### src/rtl/ap_pkg.sv
`default_nettype none
// ============================================================================
// Module      : ap_pkg
// Description : Shared types, op codes, ADD pass table and sizing helpers for
//               the CAM associative-processor sequencer.
// Revision    : 1.0 - initial release
// ============================================================================
package ap_pkg;

    typedef enum logic [1:0] {
        OP_SEARCH     = 2'b00,
        OP_MATCHWRITE = 2'b01,
        OP_ADD        = 2'b10,
        OP_RSVD       = 2'b11
    } op_e;

    typedef enum logic [2:0] {
        ST_IDLE = 3'd0,
        ST_CMP  = 3'd1,
        ST_WR   = 3'd2,
        ST_DONE = 3'd3
    } state_e;

    localparam logic [2:0] PASS_PRE  = 3'd4;
    localparam logic [2:0] PASS_LAST = 3'd3;

    // Entry = {match C,A,B ; write C,B}; order chosen so no word re-matches a later pass.
    localparam logic [3:0][4:0] ADD_PASS_TABLE = {5'b010_01, 5'b101_10, 5'b100_01, 5'b011_10};

    function automatic int clogb2(input int n);
        int r;
        r = 0;
        for (int i = 0; i < 31; i++) begin
            if ((1 << i) < n) r = i + 1;
        end
        return r;
    endfunction

    function automatic int field_f(input int ws);
        return (ws - 1) / 2;
    endfunction

endpackage
`default_nettype wire

### src/rtl/ap_pass_rom.sv
`default_nettype none
// ============================================================================
// Module      : ap_pass_rom
// Description : Combinational compare/write pattern generator for ADD passes.
// Revision    : 1.0 - initial release
// ============================================================================
module ap_pass_rom
    import ap_pkg::*;
#(
    parameter int WORD_SIZE = 8,
    parameter int BW        = 2
) (
    input  op_e                  op,
    input  logic [BW-1:0]        bit_idx,
    input  logic [2:0]           pass_idx,
    output logic [WORD_SIZE-1:0] key,
    output logic [WORD_SIZE-1:0] cmp_mask,
    output logic [WORD_SIZE-1:0] wdata,
    output logic [WORD_SIZE-1:0] wr_mask,
    output logic                 last
);

    localparam int            F        = field_f(WORD_SIZE);
    localparam logic [BW-1:0] LAST_BIT = BW'(F - 1);

    logic [WORD_SIZE-1:0] c_bit;
    logic [WORD_SIZE-1:0] a_bit;
    logic [WORD_SIZE-1:0] b_bit;
    logic [4:0]           entry;

    always_comb begin
        c_bit    = {1'b1, {(WORD_SIZE-1){1'b0}}};
        a_bit    = {{(WORD_SIZE-1){1'b0}}, 1'b1} << bit_idx;
        b_bit    = a_bit << F;
        entry    = ADD_PASS_TABLE[pass_idx[1:0]];
        key      = '0;
        cmp_mask = '0;
        wdata    = '0;
        wr_mask  = '0;
        last     = 1'b1;
        if (op == OP_ADD) begin
            last    = (bit_idx == LAST_BIT) && (pass_idx == PASS_LAST);
            wr_mask = c_bit;
            // The pre-pass keeps an all-zero compare so every word clears its carry.
            if (pass_idx != PASS_PRE) begin
                key      = (entry[4] ? c_bit : '0) | (entry[3] ? a_bit : '0) | (entry[2] ? b_bit : '0);
                cmp_mask = c_bit | a_bit | b_bit;
                wdata    = (entry[1] ? c_bit : '0) | (entry[0] ? b_bit : '0);
                wr_mask  = c_bit | b_bit;
            end
        end
    end

endmodule
`default_nettype wire

### src/rtl/ap_seq_ctrl.sv
`default_nettype none
// ============================================================================
// Module      : ap_seq_ctrl
// Description : CAM associative-processor sequencer: host passthrough when idle,
//               compare/write pass sequences for SEARCH, MATCHWRITE and ADD.
// Revision    : 1.0 - initial release
// ============================================================================
module ap_seq_ctrl
    import ap_pkg::*;
#(
    parameter  int WORD_SIZE  = 8,
    parameter  int CELL_QUANT = 512,
    localparam int AW         = clogb2(CELL_QUANT)
) (
    input  logic                  CLK100MHZ,
    input  logic                  rst,
    input  logic                  start,
    input  logic [1:0]            op,
    input  logic [WORD_SIZE-1:0]  op_key,
    input  logic [WORD_SIZE-1:0]  op_mask,
    input  logic [WORD_SIZE-1:0]  op_wdata,
    output logic                  busy,
    output logic                  done,
    output logic                  err,
    output logic                  hit,
    output logic [CELL_QUANT-1:0] result_tags,
    input  logic [AW-1:0]         host_addr,
    input  logic [WORD_SIZE-1:0]  host_din,
    input  logic                  host_we,
    output logic [WORD_SIZE-1:0]  host_dout,
    output logic [AW-1:0]         cam_addr_in,
    output logic                  cam_mode,
    output logic                  cam_wea,
    output logic [WORD_SIZE-1:0]  cam_dina,
    output logic [WORD_SIZE-1:0]  cam_key_v,
    output logic [WORD_SIZE-1:0]  cam_mask_v,
    output logic [CELL_QUANT-1:0] cam_wea_ap,
    output logic                  cam_direction,
    input  logic [CELL_QUANT-1:0] cam_tags,
    input  logic [WORD_SIZE-1:0]  cam_doutb
);

    localparam int F  = field_f(WORD_SIZE);
    localparam int BW = (F > 1) ? clogb2(F) : 1;

    state_e                state_q, state_d;
    op_e                   op_q, op_d;
    logic [WORD_SIZE-1:0]  key_q, key_d;
    logic [WORD_SIZE-1:0]  mask_q, mask_d;
    logic [WORD_SIZE-1:0]  wdata_q, wdata_d;
    logic [BW-1:0]         bit_q, bit_d;
    logic [2:0]            pass_q, pass_d;
    logic [CELL_QUANT-1:0] tag_q, tag_d;
    logic [CELL_QUANT-1:0] result_tags_q, result_tags_d;
    logic                  hit_q, hit_d;

    logic [WORD_SIZE-1:0]  rom_key, rom_cmp_mask, rom_wdata, rom_wr_mask;
    logic                  rom_last;
    logic [WORD_SIZE-1:0]  pass_key, pass_cmp_mask, pass_wdata, pass_wr_mask;

    ap_pass_rom #(
        .WORD_SIZE (WORD_SIZE),
        .BW        (BW)
    ) u_pass_rom (
        .op       (op_q),
        .bit_idx  (bit_q),
        .pass_idx (pass_q),
        .key      (rom_key),
        .cmp_mask (rom_cmp_mask),
        .wdata    (rom_wdata),
        .wr_mask  (rom_wr_mask),
        .last     (rom_last)
    );

    always_comb begin
        pass_key      = key_q;
        pass_cmp_mask = mask_q;
        pass_wdata    = wdata_q;
        pass_wr_mask  = mask_q;
        if (op_q == OP_ADD) begin
            pass_key      = rom_key;
            pass_cmp_mask = rom_cmp_mask;
            pass_wdata    = rom_wdata;
            pass_wr_mask  = rom_wr_mask;
        end
    end

    always_comb begin
        state_d       = state_q;
        op_d          = op_q;
        key_d         = key_q;
        mask_d        = mask_q;
        wdata_d       = wdata_q;
        bit_d         = bit_q;
        pass_d        = pass_q;
        tag_d         = tag_q;
        result_tags_d = result_tags_q;
        hit_d         = hit_q;
        case (state_q)
            ST_IDLE: begin
                if (start) begin
                    op_d    = op_e'(op);
                    key_d   = op_key;
                    mask_d  = op_mask;
                    wdata_d = op_wdata;
                    bit_d   = '0;
                    pass_d  = (op_e'(op) == OP_ADD) ? PASS_PRE : 3'd0;
                    state_d = (op_e'(op) == OP_RSVD) ? ST_DONE : ST_CMP;
                end
            end
            ST_CMP: begin
                tag_d = cam_tags;
                if (op_q == OP_SEARCH) begin
                    result_tags_d = cam_tags;
                    hit_d         = |cam_tags;
                    state_d       = ST_DONE;
                end else begin
                    state_d = ST_WR;
                end
            end
            ST_WR: begin
                if (rom_last) begin
                    state_d = ST_DONE;
                end else begin
                    state_d = ST_CMP;
                    if (pass_q == PASS_PRE) begin
                        pass_d = 3'd0;
                    end else if (pass_q == PASS_LAST) begin
                        pass_d = 3'd0;
                        bit_d  = bit_q + BW'(1);
                    end else begin
                        pass_d = pass_q + 3'd1;
                    end
                end
            end
            ST_DONE: state_d = ST_IDLE;
            default: state_d = ST_IDLE;
        endcase
    end

    always_ff @(posedge CLK100MHZ or negedge rst) begin
        if (!rst) begin
            state_q       <= ST_IDLE;
            op_q          <= OP_SEARCH;
            key_q         <= '0;
            mask_q        <= '0;
            wdata_q       <= '0;
            bit_q         <= '0;
            pass_q        <= '0;
            tag_q         <= '0;
            result_tags_q <= '0;
            hit_q         <= 1'b0;
        end else begin
            state_q       <= state_d;
            op_q          <= op_d;
            key_q         <= key_d;
            mask_q        <= mask_d;
            wdata_q       <= wdata_d;
            bit_q         <= bit_d;
            pass_q        <= pass_d;
            tag_q         <= tag_d;
            result_tags_q <= result_tags_d;
            hit_q         <= hit_d;
        end
    end

    assign busy          = (state_q != ST_IDLE);
    assign done          = (state_q == ST_DONE);
    assign err           = (state_q == ST_DONE) && (op_q == OP_RSVD);
    assign hit           = hit_q;
    assign result_tags   = result_tags_q;
    assign host_dout     = cam_doutb;
    assign cam_addr_in   = (state_q == ST_IDLE) ? host_addr : '0;
    assign cam_mode      = (state_q == ST_WR);
    // Host writes only reach the CAM while idle, so they never collide with a parallel write.
    assign cam_wea       = host_we & ~busy;
    assign cam_dina      = (state_q == ST_IDLE) ? host_din : ((state_q == ST_WR) ? pass_wdata : '0);
    assign cam_key_v     = (state_q == ST_CMP) ? pass_key : '0;
    assign cam_mask_v    = (state_q == ST_CMP) ? pass_cmp_mask : ((state_q == ST_WR) ? pass_wr_mask : '0);
    assign cam_wea_ap    = (state_q == ST_WR) ? tag_q : '0;
    assign cam_direction = 1'b0;

endmodule
`default_nettype wire

### config.mk
export PLATFORM = sky130hd
export DESIGN_NAME = ap_seq_ctrl
export DESIGN_NICKNAME = d
export VERILOG_FILES = /design/src/rtl/ap_pkg.sv /design/src/rtl/ap_pass_rom.sv /design/src/rtl/ap_seq_ctrl.sv
export SDC_FILE = /design/constraint.sdc
export NUM_CORES = 2
export LEC_CHECK = 0
export CORE_AREA = 2 2 641 643
export DETAILED_ROUTE_END_ITERATION = 8
export DIE_AREA = 0 0 643 645
export PLACE_DENSITY = 0.38
export SYNTH_ARGS = -nofsm -noshare
export SYNTH_HDL_FRONTEND = slang
export SYNTH_SLANG_ARGS = --single-unit
### constraint.sdc
create_clock -name CLK100MHZ -period 3.1 [get_ports CLK100MHZ]
set_clock_uncertainty 0.2 [all_clocks]
set_input_delay 0.62 -clock CLK100MHZ [delete_from_list [all_inputs] [get_ports CLK100MHZ]]
set_output_delay 0.62 -clock CLK100MHZ [all_outputs]
set_load 0.02 [all_outputs]
# Word-level counts from Yosys, hierarchy flattened
# Index checks and enable logic that the tools add are counted.
# totals
register_bits	1059
latch_bits	0
mem_bits_rw	0
rom_bits	0
in_bits	567
word_cells	85
mem_count	0
# classes
n_addsub	2
mul	0
div	0
magnitude_cmp	1
n_eq_ne	15
shift	1
mux	39
bitwise	6
reduce_logical	11
# op_table
cell	n
2-to-1 mux 512 bit	1
OR reduction 512 bit	1
2-to-1 mux 8 bit	17
OR 8 bit	4
2-to-1 mux 3 bit	6
2-to-1 mux 2 bit	6
binary-select mux 5 bit (select 2 bit)	1
== test 2 bit, second input constant	5
== test 3 x 2 -> 1 bit, second input constant	3
2-to-1 mux 9 bit	1
one-hot mux 3 bit (3 select lines)	1
<< shifter 1 x 2 -> 8 bit, first input constant	1
2-to-1 mux 7 bit	1
!= test 2 bit, second input constant	3
one-hot mux 3 bit (2 select lines)	1
2-to-1 mux 5 bit	1
AND reduction 5 bit	1
one-hot mux 2 bit (2 select lines)	1
AND reduction 2 bit	2
adder 3 x 1 -> 3 bit, second input constant	1
== test 3 x 1 -> 1 bit, second input constant	1
== test 3 bit, second input constant	1
zero test 3 bit	1
< comparator 2 x 3 -> 1 bit, second input constant	1
11 further kinds	13

# Depth between registers and ports, before layout
# logic_depth
depth_word	8
depth_mapped	8

# Hierarchy
# A second synthesis with hierarchy kept.
# unflattened
hier_cells	4259
area_unflattened_um2	44983.1
# by_module_without_submodules
module	n_inst	cells_each	area_each_um2
ap_seq_ctrl	1	4201	44478.9
ap_pass_rom	1	58	504.2

# Least setup slack after synthesis
# OpenSTA, ideal clock, no wires.
# synth_path
path_kind	register to output
startpoint	reg pass_q[0]
endpoint	out cam_dina[5]
arrival_ns	1.799
required_ns	2.280
slack_ns	0.481
path_stages_with_launch	7
n_path_buf	1
cell_sequence	dfrtp_1 -> inv_1 -> ha_1 -> a21oi_1 -> buf_2 -> a32oi_1 -> o21ai_0
# synth_between
elab_chain_cells	8
word_cells_on_any_way	9
classes_between	eq/ne (1); mux (7); bitwise (1)
# synth_rtl
item	line	rtl
start: declaration	ap_seq_ctrl.sv:52	logic [2:0] pass_q, pass_d;
start signal: assignment	ap_seq_ctrl.sv:160	pass_q <= pass_d;
binary-select mux 5 bit (select 2 bit)	ap_pass_rom.sv:35	entry = ADD_PASS_TABLE[pass_idx[1:0]];
2-to-1 mux 5 bit (not written as such)	ap_pass_rom.sv:35	
2-to-1 mux 8 bit	ap_pass_rom.sv:48	wdata = (entry[1] ? c_bit : '0) | (entry[0] ? b_bit : '0);
OR 8 bit	ap_pass_rom.sv:48	
2-to-1 mux 8 bit *	ap_pass_rom.sv:45	if (pass_idx != PASS_PRE) begin
2-to-1 mux 8 bit *	ap_seq_ctrl.sv:80	if (op_q == OP_ADD) begin
2-to-1 mux 8 bit * (2 in a row)	ap_seq_ctrl.sv:177	assign cam_dina = (state_q == ST_IDLE) ? host_din : ((state_q == ST_WR) ? pass_wdata : '0);
end: declaration	ap_seq_ctrl.sv:34	output logic [WORD_SIZE-1:0] cam_dina,
# Every way passes the cells marked *; elsewhere a longest branch is shown, timed or not. The select of a mux whose other input is x is not followed.

# Final worst setup path
# layout_path
startpoint	reg state_q[1]
endpoint	out cam_wea_ap[288]
# layout_between
elab_chain_cells	2
# layout_rtl
item	line	rtl
start: declaration	ap_seq_ctrl.sv:46	state_e state_q, state_d;
start signal: assignment	ap_seq_ctrl.sv:154	state_q <= state_d;
== test 3 x 2 -> 1 bit	ap_seq_ctrl.sv:180	assign cam_wea_ap = (state_q == ST_WR) ? tag_q : '0;
2-to-1 mux 512 bit	ap_seq_ctrl.sv:180	
end: declaration	ap_seq_ctrl.sv:37	output logic [CELL_QUANT-1:0] cam_wea_ap,
# Every way passes these cells.

==> metrics.csv <==
metric,value,unit
peak per-stage delay on the critical path,410,ps
cells along the critical path,nand2b_4 -> inv_16 -> buf_16 -> buf_16 -> buf_16 -> buf_6 -> buf_6 -> buf_6 -> and2_4 -> buf_6,
Skew-Pair Late Insertion Delay,850,ps
I/O Buffers,1621,
ys async rst share,1.00,
sequential area share after synthesis,0.595,
crit path launch type,flip-flop,
Setup crit end kind,primary output,
vias in the first global route,43300,
Worst Hold Depth,3,
post-route minimum period,3420,ps
clock tree sinks,1058,
CTS Buffer Depth,4,
status,finished with violations,
Seq cells post-synth,1058,
library cells used by synthesis,38,
failing checks,negative setup slack,
largest net degree at the start of global routing,104,
min-delay worst type,input port to flip-flop,
number of detailed-route iterations in the first pass,6,
"most used cell, CP",buf_6,
drt drc,0,
post-synthesis cell count,4189,
syn avg cell area,10.6,um^2
Final WS setup,-322,ps
overall routed net length,353000,um
initial antenna violation count,33,
ANT nets after route,0,
Chip Height,645,um
drt wl/cell,29.5,um
fin. max-slew vios,0,
NumNets Final,6997,
total gr overflow,0,
RR Endpoint,hit,
Slew @ Worst Pin,1060,ps
Max Cap Viol,0,
fraction of layout cells with a size suffix above 1,0.347,
CP max stage cell,dfrtp_1,
Post-Place Worst Slack,-1260,ps
P_leak,0.0355,uW
H-tree depth,4,
Worst R2R Start,state_q[1],
1st-iter DRT viols,2498,
core area,408000,um^2
Post-synth EDFFs,0,
Fin Setup TNS,-65610,ps
period utilization,1.10,
worst vdd ir,0.561,mV
Die ar.,415000,um^2
CP required,2280,ps
Cell Pwr Density,1190,nW/um^2
Starting Density,0.109,
Final Core Density,0.195,
top_reg_cell synth,dfrtp_1,
first-pass GRT wire length,453000,um
total CTS buffers,151,
row cnt,235,
"commonest cells after routing, fill and taps aside","nand2_1 (1549), dfrtp_1 (1058), clkdlybuf4s50_1 (997), buf_4 (801), mux2_2 (535)",
clk slew on worst S/H paths,60,ps
post-synthesis net count,4763,
CTS tree,yes,
r2r worst-path depth,9,
post-DP HPWL,291000,um
Hold Crit Start,cam_tags[493],
Reg2Reg Setup Slack,220,ps
worst path bufs/invs,8,
total power,94800,uW
mapped cell area,44500,um^2
via-per-instance ratio,3.43,
via count,41100,
num ports,1639,
RSZ-0062 raised after global routing,yes,
critical path class,flip-flop to primary output,
GPL Wtd Cong,0.923,
final setup vio count,484,
Top delay family on crit path,buffers and inverters,
Area Growth Syn to Fin,78.5,%
final hold viol count,0,
Critical Path AT,2600,ps
GRT Util Overall,0.164,
synth warn,0,
FMAX,292,MHz
worst-path maximum fanout,6,
relative slew slack,0.288,
clk root buf,clkbuf_16,
"leading cell type in the layout, fill and taps excluded",nand2_1,
Die X,643,um
"Endpoint, Worst Hold",tag_q[493],
[report_power, final]
| group | leakage [uW] | switching [uW] | internal, uW | total, uW |
|---|---|---|---|---|
| combinational | 0.0202 | 29800 | 21000 | 50800 |
| sequential | 0.0128 | 4420 | 20900 | 25300 |
| clock | 0.00253 | 7490 | 11200 | 18700 |
| total | 0.0355 | 41700 | 53100 | 94800 |
[state kept, by name, summed over array words and instances (netlist names)]
name,cells
state_q,2
mask_q,8
tag_q,512
result_tags,512
wdata_q,8
pass_q,3
op_q,2
bit_q,2
key_q,8
hit,1
[routing by layer]
metal | wire (um) | vias up | track usage
li1 | - | 18100 | -
met1 | 128000 | 21200 | 0.174
met2 | 179000 | 1445 | 0.293
met3 | 35200 | 345 | 0.0695
met4 | 11400 | 24 | 0.0473
met5 | 142 | - | 0
[synth_stat cells (all sizes together) (2+ instances only)]
library cell	count	share of area
nor2b	3	0.00042
ha	7	0.0020
a32oi	4	0.00079
a22oi	14	0.0024
buf	121	0.016
nor2	15	0.0013
nand4	33	0.0046
dfrtp	1058	0.59
nand2	1550	0.13
nand2b	2	0.00028
o21ai	13	0.0015
nor3	4	0.00045
clkbuf	129	0.011
and2	524	0.074
o22ai	5	0.00070
a32o	4	0.00090
nor4	133	0.019
nand3	4	0.00045
inv	9	0.00076
mux2	537	0.14
a21oi	6	0.00067
[stage by stage]
stage	instances	hold WS, ps	cell area [um^2]
after floorplan	4189	124	44500
after global placement	11600	249	72300
after detailed placement	11600	254	72300
after CTS	12000	45.1	78600
after global routing	12000	131	79500
final	12000	184	79500
[worst min-delay path: stages]
cell	delay, ps
clkdlybuf4s50_1	440
nand2_1	80
nand2_1	50
[layout make-up]
class | instances | area (um^2)
fillers | 45200 | 329000
multi-input cells | 2872 | 17500
clock inverters | 58 | 772
well taps | 5451 | 6820
repair buffers | 2331 | 23500
clock buffers | 212 | 4390
flip-flops and latches | 1058 | 26500
inverters | 9 | 50.0
diodes | 11 | 27.5
[kinds of logic (layout without fill, tap and decap cells)]
family	after synthesis	after routing	synth area share
flip-flops	1058	1058	0.595
AO/OA/AOI/OAI	54	54	0.00837
other	1	12	0.0000842
buffers and inverters	259	2610	0.0275
multiplexers	538	538	0.136
adder cells (fa/ha/maj)	7	7	0.00197
AND/OR/NAND/NOR	2272	2272	0.231
[worst max path at each step]
stage | start | endpoint | slack (ps) | cells past startpoint
floorplan | pass_q[0] | cam_dina[5] | 480 | 6
global placement | cam_tags[236] | hit | -1890 | 8
detailed placement | cam_tags[236] | hit | -1260 | 8
CTS | state_q[0] | cam_wea_ap[85] | -610 | 6
global route | pass_q[1] | cam_key_v[3] | -420 | 8
finish | state_q[1] | cam_wea_ap[288] | -320 | 10
[timing repair]
item,CTS,global route
endpoints found under the hold margin,323,0
setup endpoints to repair,563,564
gates resized for setup,1117,871
hold buffers,1,0
pin swaps,25,45
buffers inserted,45,41
cloned,14,12
No activity file was read; power rests on OpenSTA's default activity.
==> edit: new RTL, same settings <==
Register the output `cam_key_v`, with the module's reset; this adds one clock of latency there. The other outputs are not delayed to match.
--- a/src/rtl/ap_seq_ctrl.sv
+++ b/src/rtl/ap_seq_ctrl.sv
@@ -175,7 +175,13 @@
     // Host writes only reach the CAM while idle, so they never collide with a parallel write.
     assign cam_wea       = host_we & ~busy;
     assign cam_dina      = (state_q == ST_IDLE) ? host_din : ((state_q == ST_WR) ? pass_wdata : '0);
-    assign cam_key_v     = (state_q == ST_CMP) ? pass_key : '0;
+    always_ff @(posedge CLK100MHZ or negedge rst) begin
+        if (!rst) begin
+            cam_key_v <= '0;
+        end else begin
+            cam_key_v <= (state_q == ST_CMP) ? pass_key : '0;
+        end
+    end
     assign cam_mask_v    = (state_q == ST_CMP) ? pass_cmp_mask : ((state_q == ST_WR) ? pass_wr_mask : '0);
     assign cam_wea_ap    = (state_q == ST_WR) ? tag_q : '0;
     assign cam_direction = 1'b0;
Check against the original RTL: not settled (the Yosys comparison gave no result); the edit may change what the design does.
==> edit against the unedited design <==
  * Non-clock buffer count decreased by 55
  * Count of clock-buffer cells in the layout increased by 9
  * Design area decreased by 0.23%
  * Critical path type is now in -> reg
  * Fmax decreased by 0.79%
  * Power decreased by 1.3%
  * First-iteration DRC count increased by 9.1%
  * Sequential cell count increased by 8
  * Synthesized area increased by 0.51%
  * The run still ends with setup timing left
  * Wire length increased by 4.0%
  * Setup slack got worse by 0.027 ns
==> edit: results (changes against the unedited design) <==
metric,value,unit,change
"Setup violations, final",506,,+4.5%
gp weighted congestion,0.9441,,+2.3%
Crit Path Max Fanout,3,,-3
share of power burned in registers,0.272,,+0.005
complex-gate fraction of the synthesized area,0.008556,,+0.0001815
sequential cell area fraction in the yosys report,0.5961,,+0.001481
largest net degree at the start of global routing,151,,+45%
clk pwr,18.8,mW,
vias in the first global route,43020,,-0.67%
fin nets,6951,,-0.66%
layout cells sized above 1,0.3183,,-0.02844
M1 GR Usage,0.2039,,+0.02955
met2 routed WL,165200,µm,-7.5%
Worst-path clk slew,0.06,ns,about the same
xor and xnor area share after synthesis,0,,unchanged
Setup WS post-layout,-0.3495,ns,-0.02727 ns
met2 global-route usage,0.2713,,-0.02169
met1 wire length,149700,µm,+17%
FF-to-FF setup slack,-0.17,ns,-0.39 ns
Post-synth top cells,"nand2_1 (1,547), dfrtp_1 (1,066), mux2_2 (537), and2_1 (524), nor4_1 (133)",,
worst slew pin tran,1.150,ns,+0.09173 ns
Total GRT Usage,0.1709,,+0.007050
initial antenna violation count,68,,+110%
predominant post-synthesis flop cell,dfrtp_1,,
"slowest stage cell, crit path",nor4_1,,
post-cts resize count,631,,-44%
status,"complete, but fails checks",,
synth top area cells,"dfrtp_1 (60%), mux2_2 (14%), nand2_1 (13%), and2_1 (7.3%), nor4_1 (1.9%)",,
DPL Wire Length,306200,µm,+5.1%
metal3 WL,44620,µm,+27%
setup repair bufs after CTS,6,,-87%
clk_lat worst skew,0.86,ns,
synthesized net count,4767,,+0.084%
number of buffers created by CTS,155,,+2.6%
M3 GR Usage,0.09100,,+0.02148
worst min path class,in -> async,,
Switching Share,0.4397,,-0.0005738
violated checks,setup timing,,
fill count,45130,,-0.13%
leakage,35.41,nW,-0.36%
initial detailed-routing violation count,2725,,+9.1%
Worst EP arrival,3.97,ns,+1.37 ns
worst r2r path cells,8,,-1
IO Port Bufs,1621,,unchanged
RR Endpoint,hit,,
Max IR drop VDD,0.0006623,V,+18%
Synth Warn #,0,,unchanged
Crit path largest cell delay,1.00,ns,+0.59 ns
Setup TNS,-88.09,ns,-22.47 ns
vias per inst,3.453,,+0.79%
CTS Hold Bufs,2,,+1
placed inst area,0.07334,mm²,+1.4%
global-route wire length before repair,468600,µm,+3.4%
post-synthesis mux area share,0.1356,,-0.0004610
adder-cell share of the synthesized area,0.001957,,-0.000009901
Reg2Reg Launch Point,state_q[1],,
largest family of logic cells by synthesized area,simple AND/OR/NAND/NOR gates,,
Avg WL per Cell,30.73,µm,+4.3%
edit: changes by cell type after synthesis, moves of 3 or more:
cell      unedited run  this run
clkbuf_1           129        99
nor2_1              15        12
nand3_1              4         7
buf_2               65        89
buf_1               10        16
o21ai_0             13         9
dfrtp_1           1058      1066
nand2_1           1550      1547
edit: final cells by class:
class                           count  area share
Inverter                           10   0.0008047
Sequential cell                  1066      0.3364
Multi-Input combinational cell   2867      0.2159
Clock inverter                     55    0.008378
Timing Repair Buffer             2276      0.2944
Clock buffer                      221     0.05740
Antenna cell                       15   0.0004734
Tap cell                         5451     0.08601
Timing Repair inverter              1   0.0002051
edit: critical path, delay by kind of cell:
| family | cells | cell delay, ns |
|---|---|---|
| and+or+nand+nor | 4 | 1.68 |
| buffers and inverters | 4 | 1.21 |
| AOI/OAI and AO/OA | 1 | 0.41 |
edit: how the worst max path moves through the flow:
| stage | cells past startpoint | slack [ns] | to | start |
|---|---|---|---|---|
| after detailed placement | 9 | -1.36 | hit | cam_tags[274] |
| after CTS | 6 | -0.71 | cam_wea_ap[166] | state_q[0] |
| after floorplan | 6 | 0.48 | cam_dina[5] | pass_q[0] |
| final | 9 | -0.35 | hit | cam_tags[274] |
| after global placement | 9 | -1.35 | hit | cam_tags[274] |
| after global routing | 8 | -0.48 | cam_wea_ap[271] | state_q[1] |
edit: metrics by stage:
step                total power [mW]  hold WS, ns  setup slack, ns  instances    util
floorplan                      44.39       0.1244           0.4753       4193       -
global placement               74.28       0.2496           -1.351      11619  0.1797
detailed placement             74.61       0.2538           -1.360      11619  0.1797
CTS                            94.82      0.03851          -0.7072      11911  0.1937
global route                   99.21      0.07917          -0.4760      11951  0.1942
finish                         93.51       0.1577          -0.3495      11962  0.1943
